## config.mk

```make
export PLATFORM = sky130hd
export DESIGN_NAME = fifo_drain_ctrl
export DESIGN_NICKNAME = d
export VERILOG_FILES = /design/src/rtl/fifo_drain_ctrl.sv
export SDC_FILE = /design/constraint.sdc
export NUM_CORES = 1
export LEC_CHECK = 0
export CELL_PAD_IN_SITES_DETAIL_PLACEMENT = 1
export CELL_PAD_IN_SITES_GLOBAL_PLACEMENT = 2
export CORE_UTILIZATION = 34
export CTS_CLUSTER_SIZE = 40
export DETAILED_ROUTE_END_ITERATION = 8
export PLACE_DENSITY_LB_ADDON = 0.1
export SLEW_MARGIN = 15
export SYNTH_ARGS = -nofsm -noshare
export SYNTH_HDL_FRONTEND = slang
export SYNTH_SLANG_ARGS = --single-unit
export TNS_END_PERCENT = 20
```

## constraint.sdc

```tcl
create_clock -name clk -period 4.7 [get_ports clk]
set_input_delay 0.47 -clock clk [delete_from_list [all_inputs] [get_ports clk]]
set_output_delay 0.47 -clock clk [all_outputs]
set_load 0.01 [all_outputs]
```

## src/rtl/fifo_drain_ctrl.sv

```systemverilog
// FIFO read-side drain controller with a 2-entry output skid buffer.
// Optional FIFO_DRAIN_CNT_EN adds the drain_cnt delivered-word counter.
module fifo_drain_ctrl #(
  parameter int DATA_W    = 8,
  parameter int BUF_DEPTH = 2
) (
  input  logic              clk,
  input  logic              rst_n,
  input  logic              drain_en,
  input  logic              fifo_empty,
  input  logic [DATA_W-1:0] fifo_data,
  output logic              fifo_r_en,
  output logic              m_valid,
  input  logic              m_ready,
  output logic [DATA_W-1:0] m_data
`ifdef FIFO_DRAIN_CNT_EN
  ,
  output logic [15:0]       drain_cnt
`endif
);

  typedef enum logic [1:0] {
    EMPTY = 2'd0,
    ONE   = 2'd1,
    TWO   = 2'd2
  } occ_t;

  occ_t              occ_q, occ_d;
  logic              inflight;
  logic              run;
  logic              pop;
  logic [2:0]        lvl;
  logic [DATA_W-1:0] head_q, head_d;
  logic [DATA_W-1:0] tail_q, tail_d;

  assign pop     = m_valid && m_ready;
  assign m_valid = (occ_q != EMPTY);
  assign m_data  = head_q;

  // Pop-aware level lets reads continue at full rate.
  assign lvl = {1'b0, occ_q} + {2'b0, inflight} - {2'b0, pop};

  // run holds reads off until the first edge after reset release.
  assign fifo_r_en = run && drain_en && !fifo_empty
                  && (lvl < 3'(BUF_DEPTH));

  always_comb begin
    occ_d  = occ_q;
    head_d = head_q;
    tail_d = tail_q;
    unique case (1'b1)
      (inflight && !pop): begin
        if (occ_q == EMPTY) begin
          head_d = fifo_data;
          occ_d  = ONE;
        end else if (occ_q == ONE) begin
          tail_d = fifo_data;
          occ_d  = TWO;
        end
      end
      (!inflight && pop): begin
        if (occ_q == TWO) begin
          head_d = tail_q;
          occ_d  = ONE;
        end else begin
          occ_d  = EMPTY;
        end
      end
      (inflight && pop): begin
        if (occ_q == TWO) begin
          head_d = tail_q;
          tail_d = fifo_data;
        end else begin
          head_d = fifo_data;
        end
      end
      default: ;
    endcase
  end

  always_ff @(posedge clk or negedge rst_n) begin
    if (!rst_n) begin
      occ_q    <= EMPTY;
      inflight <= 1'b0;
      run      <= 1'b0;
      head_q   <= '0;
      tail_q   <= '0;
    end else begin
      occ_q    <= occ_d;
      inflight <= fifo_r_en && !fifo_empty;
      run      <= 1'b1;
      head_q   <= head_d;
      tail_q   <= tail_d;
    end
  end

`ifdef FIFO_DRAIN_CNT_EN
  always_ff @(posedge clk or negedge rst_n) begin
    if (!rst_n) begin
      drain_cnt <= 16'd0;
    end else if (pop) begin
      drain_cnt <= drain_cnt + 16'd1;
    end
  end
`endif

endmodule

```

==> impl_metrics.json, run 1 <==
{
  "status": "finished, final reports clean",
  "gp_congestion": 0.727,
  "synth_seq_cells": 20,
  "setup_violations": 0,
  "slew_violations": 0,
  "grt_max_degree": 21,
  "power_leakage_uw": 0.000526,
  "cap_violations": 0,
  "synth.area.top_cells": "dfrtp_1 (46%), mux2_2 (6.2%), a211oi_1 (5.5%)",
  "nets": 135,
  "hold_buffers": 0,
  "postCtsSetupBuffers": 0,
  "worstHoldEndpoint": "tail_q[6]",
  "reg2reg_slack_ns": 1.90,
  "comb_power_share_pct": 51.4,
  "wl_per_cell_um": 15.6,
  "ff2ff_path_depth": 6,
  "syn_area_sq_um": 1080,
  "final-hold-violation-count": 0,
  "grt_util_all_layers_pct": 17.6,
  "num_vias": 832,
  "final.setup.tns_ns": 0,
  "finalCritPeriodShare_pct": 81.1,
  "synthArstFlopShare_pct": 100,
  "drtIter0Drc": 23,
  "critical_path_arrival_ns": 3.34,
  "clkPwrFrac_pct": 10.2,
  "layout_setup_ws_ns": 0.887,
  "firstDrtPassIters": 4,
  "synth_top_area_share_pct": 46.2,
  "via_per_inst": 5.17,
  "final_cells": 161,
  "worst_hold_startpoint": "tail_q[6]",
  "cts_buffers": 3,
  "synth_edf_count": 0,
  "synth_top_area_cell": "dfrtp_1",
  "grt_pass1_vias": 918,
  "tritoncts": "done",
  "ctsHtreeMaxLevel": 1,
  "core_area_sq_um": 3030,
  "hpwl_um": 1810,
  "critPathLaunchType": "flip-flop",
  "yosysMostFrequentCell": "dfrtp_1",
  "grt_overflow_total": 0,
  "clkLatencyLatePin_ns": 0.30,
  "crit_required_ns": 4.23,
  "drive_above_1_share_pct": 12.0,
  "switchingPower_uw": 328,
  "worstPathMaxFanout": 11,
  "clkTransAtPathRegs_ns": 0.11,
  "powerDensity_nw_per_um2": 608,
  "cts-root-buf": "clkbuf_4",
  "place_area_sq_um": 1320,
  "synth.distinct_cells": 31,
  "n_antenna_cell": 0,
  "postRouteAntennaNets": 0,
  "synthTopCellsByCount": "dfrtp_1 (20), o21ai_0 (9), a211oi_1 (8), a31oi_1 (8), nand3b_1 (8)",
  "fin_crit_ns": 3.81,
  "drc_errors": 0,
  "maxSlewHeadroom_pct": 37.1,
  "syn2layout_area_growth_pct": 23.9,
  "synth_warnings": 0,
  "busiest_layer": "met2",
  "synthFlopType": "dfrtp_1",
  "end_kind": "primary output",
  "row_count": 20,
  "initial_core_util_pct": 35.7,
  "pre_cts_slack_ns": 0.862,
  "tightest_slew_ns": 0.940,
  "syn_inst": 98,
  "fp.dieH_um": 58.4,
  "whs_path_depth": 1,
  "num_io_pins": 23,
  "reg2reg_to": "m_data[1]",
  "grtUsageMet2_pct": 31.5,
  "die_area_sq_um": 3410,
  "switching_share_pct": 40.2,
  "regToRegStartpoint": "occ_q[1]",
  "fmax_ghz": 0.262,
  "routed_wl_um": 2510,
  "placed_cells": 158,
  "syn_avg_cell_area_sq_um": 11.0,
  "peakVddDrop_uv": 237,
  "clock_skew_ns": 0.00518,
  "cts_resized": 0,
  "seq_area_frac_synth_pct": 46.2,
  "globalRouteMet3Util_pct": 4.62,
  "hp-class": "flip-flop to flip-flop",
  "syn_nets": 114,
  "antenna_found_initial": 0,
  "rsz0062_at_grt": "no",
  "fin_area_sq_um": 1340,
  "dieWidth_um": 58.4,
  "place.port_buffers": 22,
  "cts_buffer_depth": 2,
  "clock_sinks": 20,
  "worstSetupPathType": "flip-flop to primary output",
  "internal_power_uw": 488,
  "postLayoutCoreUtil_pct": 44.3,
  "grtUsageMet1_pct": 21.0,
  "p_seq_share_pct": 38.3,
  "grt_first_pass_wirelength_um": 4390
}
==> registers in the layout, indices dropped and copies added, names as in the netlist <==
signal	flops
m_data	8
tail_q	8
occ_q	2
inflight	1
run	1
==> through the flow <==
step | total power [uW] | hold WS [ns]
after floorplan | 587 | 0.174
after global placement | 727 | 0.482
after detailed placement | 743 | 0.483
after CTS | 828 | 0.510
after global routing | 889 | 0.545
final | 816 | 0.503
==> worst max-delay path: stages, from the launching register on <==
cell	delay, ns
dfrtp_1	0.61
o21a_1	0.40
inv_1	0.24
ha_1	0.42
nand2_1	0.10
fa_1	0.49
nand4b_1	0.11
nor2_1	0.12
clkdlybuf4s50_1	0.54
==> cells in the final DEF, fill, tap and decap left out, drive strengths merged, types with 2 or more instances in the layout <==
master,instances
a211oi,9
a21oi,3
a31oi,8
clkbuf,3
clkdlybuf4s50,22
dfrtp,20
ha,2
inv,3
mux2,8
nand2,3
nand2b,2
nand3b,8
nor2,4
o21ai,9
==> cell families after synthesis <==
family          after synthesis  synth area share [%]
mux                           9                  10.4
compound gates               32                  19.8
xor+xnor                      1                 0.809
buf+inv                       9                  4.62
flops                        20                  46.2
fa+ha+maj                     3                  4.16
simple gates                 23                  13.6
other cells                   1                 0.346
==> per-layer routing <==
| metal | up-vias | part of all wire [%] |
|---|---|---|
| met3 | 2 | 3.0 |
| met2 | 15 | 52 |
| met4 | 0 | 0.68 |
| li1 | 395 | - |
| met1 | 420 | 44 |
| met5 | - | 0 |
==> cell type report <==
| cell class | instances | area (sq um) |
|---|---|---|
| fillers | 346 | 1690 |
| multi-input cells | 69 | 532 |
| flip-flops and latches | 20 | 500 |
| repair buffers | 22 | 220 |
| well taps | 44 | 55.1 |
| clock buffers | 3 | 22.5 |
| inverters | 3 | 11.3 |
==> power by group through the flow <==
stage	clock, uW	combinational [uW]	sequential [uW]
CTS	86.9	426	315
global placement	0	412	315
detailed placement	0	424	319
finish	83.6	420	313
floorplan	0	286	301
global route	94.5	468	326
==> how the worst max path moves through the flow <==
stage / startpoint / end / depth (start not counted)
2_1_floorplan: occ_q[1] / fifo_r_en / 9
3_3_place_gp: m_ready / fifo_r_en / 9
3_5_place_dp: m_ready / fifo_r_en / 9
4_1_cts: occ_q[1] / fifo_r_en / 8
5_1_grt: occ_q[1] / fifo_r_en / 8
6_report: occ_q[1] / fifo_r_en / 8
No activity file was read; power rests on OpenSTA's default activity.
==> run 2: changes to the inputs <==
Settings changed: CORE_UTILIZATION 34 to 31.
Clock period 4.7 ns to 3.95 ns, I/O delays scaled along.
==> run 2 against run 1 <==
Sequential share of layout area fell by 1.0 points. Clock skew fell by 0.0027 ns. Routed wire length down 1.3%. Critical path type is now input pin to primary output. Highest routed layer unchanged.
==> impl_metrics.json, run 2 (synthesis results as in run 1) <==
{
  "gp_congestion": 0.704,
  "end_kind": "primary output",
  "tritoncts": "done",
  "tightest_slew_ns": 0.898,
  "rsz0062_at_grt": "no",
  "powerDensity_nw_per_um2": 734,
  "peakVddDrop_uv": 277,
  "final-hold-violation-count": 0,
  "switchingPower_uw": 391,
  "critical_path_arrival_ns": 3.00,
  "num_vias": 813,
  "postRouteAntennaNets": 0,
  "regArea_sq_um": 500,
  "drtIter0Drc": 22,
  "clock_sinks": 20,
  "final_cell_mix": "clkdlybuf4s50_1 (22), dfrtp_1 (20), o21ai_0 (9)",
  "ctsHtreeMaxLevel": 1,
  "initial_core_util_pct": 32.4,
  "num_io_pins": 23,
  "switching_share_pct": 38.6,
  "grt_util_all_layers_pct": 15.6,
  "fmax_ghz": 0.295,
  "routed_wl_um": 2470,
  "cts-root-buf": "clkbuf_4",
  "cts_resized": 0,
  "worstSetupPathType": "input pin to primary output",
  "hpwl_um": 1750,
  "cts_buffer_depth": 2,
  "nets": 138,
  "cts_buffers": 3,
  "crit_required_ns": 3.56,
  "critPathLaunchType": "input pin",
  "die_area_sq_um": 3730,
  "worstPathMaxFanout": 10,
  "antenna_found_initial": 0,
  "cap_violations": 0,
  "core_area_sq_um": 3340,
  "grt_overflow_total": 0,
  "fin_crit_ns": 3.39,
  "drive_above_1_share_pct": 14.9,
  "grt_first_pass_wirelength_um": 4130,
  "fp.dieH_um": 61.1,
  "syn2layout_area_growth_pct": 27.5,
  "layout_commonest_cell": "clkdlybuf4s50_1",
  "slew_violations": 0,
  "n_antenna_cell": 0,
  "via_per_inst": 4.87,
  "wl_per_cell_um": 14.8,
  "fillers": 381,
  "layout_setup_ws_ns": 0.559,
  "multi_input_area_sq_um": 532,
  "firstDrtPassIters": 4,
  "internal_power_uw": 622,
  "maxSlewHeadroom_pct": 39.9,
  "power_leakage_uw": 0.000549,
  "row_count": 21,
  "comb_power_share_pct": 53.1,
  "dieWidth_um": 61.1,
  "p_seq_share_pct": 34.9,
  "clkPwrFrac_pct": 12.0,
  "hp-class": "flip-flop to flip-flop",
  "setup_violations": 0,
  "postCtsSetupBuffers": 0,
  "clkTransAtPathRegs_ns": 0.12,
  "grt_pass1_vias": 835,
  "drc_errors": 0,
  "clock_skew_ns": 0.00247,
  "final.setup.tns_ns": 0,
  "status": "finished, final reports clean",
  "pre_cts_slack_ns": 0.568,
  "finalCritPeriodShare_pct": 85.9,
  "clkLatencyLatePin_ns": 0.30,
  "hold_buffers": 0,
  "grt_max_degree": 21,
  "place.port_buffers": 22
}
==> run 2: changes by cell type in the layout (fill, tap and decap cells not counted), sizes merged <==
cell / delta
buf: +3
clkbuf: +1
==> run 2: per-stage QoR <==
stage	instances	power (uW)	utilization [%]	hold WS, ns	area (sq um)
2_1_floorplan	98	699	-	0.0994	1080
3_3_place_gp	163	890	40.3	0.481	1340
3_5_place_dp	163	902	40.3	0.487	1340
4_1_cts	167	1030	41.4	0.516	1380
5_1_grt	167	1100	41.4	0.533	1380
6_report	167	1010	41.4	0.514	1380
==> run 2: power by group through the flow <==
stage | registers [uW] | logic (uW) | clock network (uW)
3_3_place_gp | 358 | 532 | 0
6_report | 353 | 539 | 122
4_1_cts | 354 | 547 | 128
5_1_grt | 364 | 601 | 136
3_5_place_dp | 360 | 543 | 0
2_1_floorplan | 359 | 340 | 0
==> run 2: area by class of cell <==
type	instances	share of cell area, %
flip-flops and latches	20	36.3
clock buffers	4	2.63
multi-input cells	69	38.5
well taps	46	4.17
repair buffers	25	17.6
inverters	3	0.816
==> run 2: per-layer routing <==
metal  up-vias  GRT usage, %  part of all wire, %
met1       392          21.6                   46
met3         5          3.78                  3.2
met5         -             0                    0
met4         0          3.90                 0.89
met2        13          24.5                   49
li1        403             -                    -
==> run 2: worst paths after layout <==
check / cells past startpoint / endpoint / slack [ns] / start
worst max-delay path: 9 / fifo_r_en / 0.56 / m_ready
worst min-delay path: 1 / tail_q[6] / 0.51 / tail_q[6]
worst max register to register: 6 / tail_q[4] / 1.60 / occ_q[0]
worst min register to register: 1 / tail_q[6] / 0.51 / tail_q[6]
max in group asynchronous: 1 / m_data[2] / 2.82 / rst_n
min in group asynchronous: 1 / m_data[6] / 0.58 / rst_n
==> run 2: worst max-delay path, cell delays in order <==
cell             delay [ns]
clkdlybuf4s50_1        0.50
o21a_1                 0.16
inv_1                  0.16
ha_1                   0.41
nand2_1                0.09
fa_1                   0.50
nand4b_1               0.11
nor2_1                 0.13
clkdlybuf4s50_1        0.54
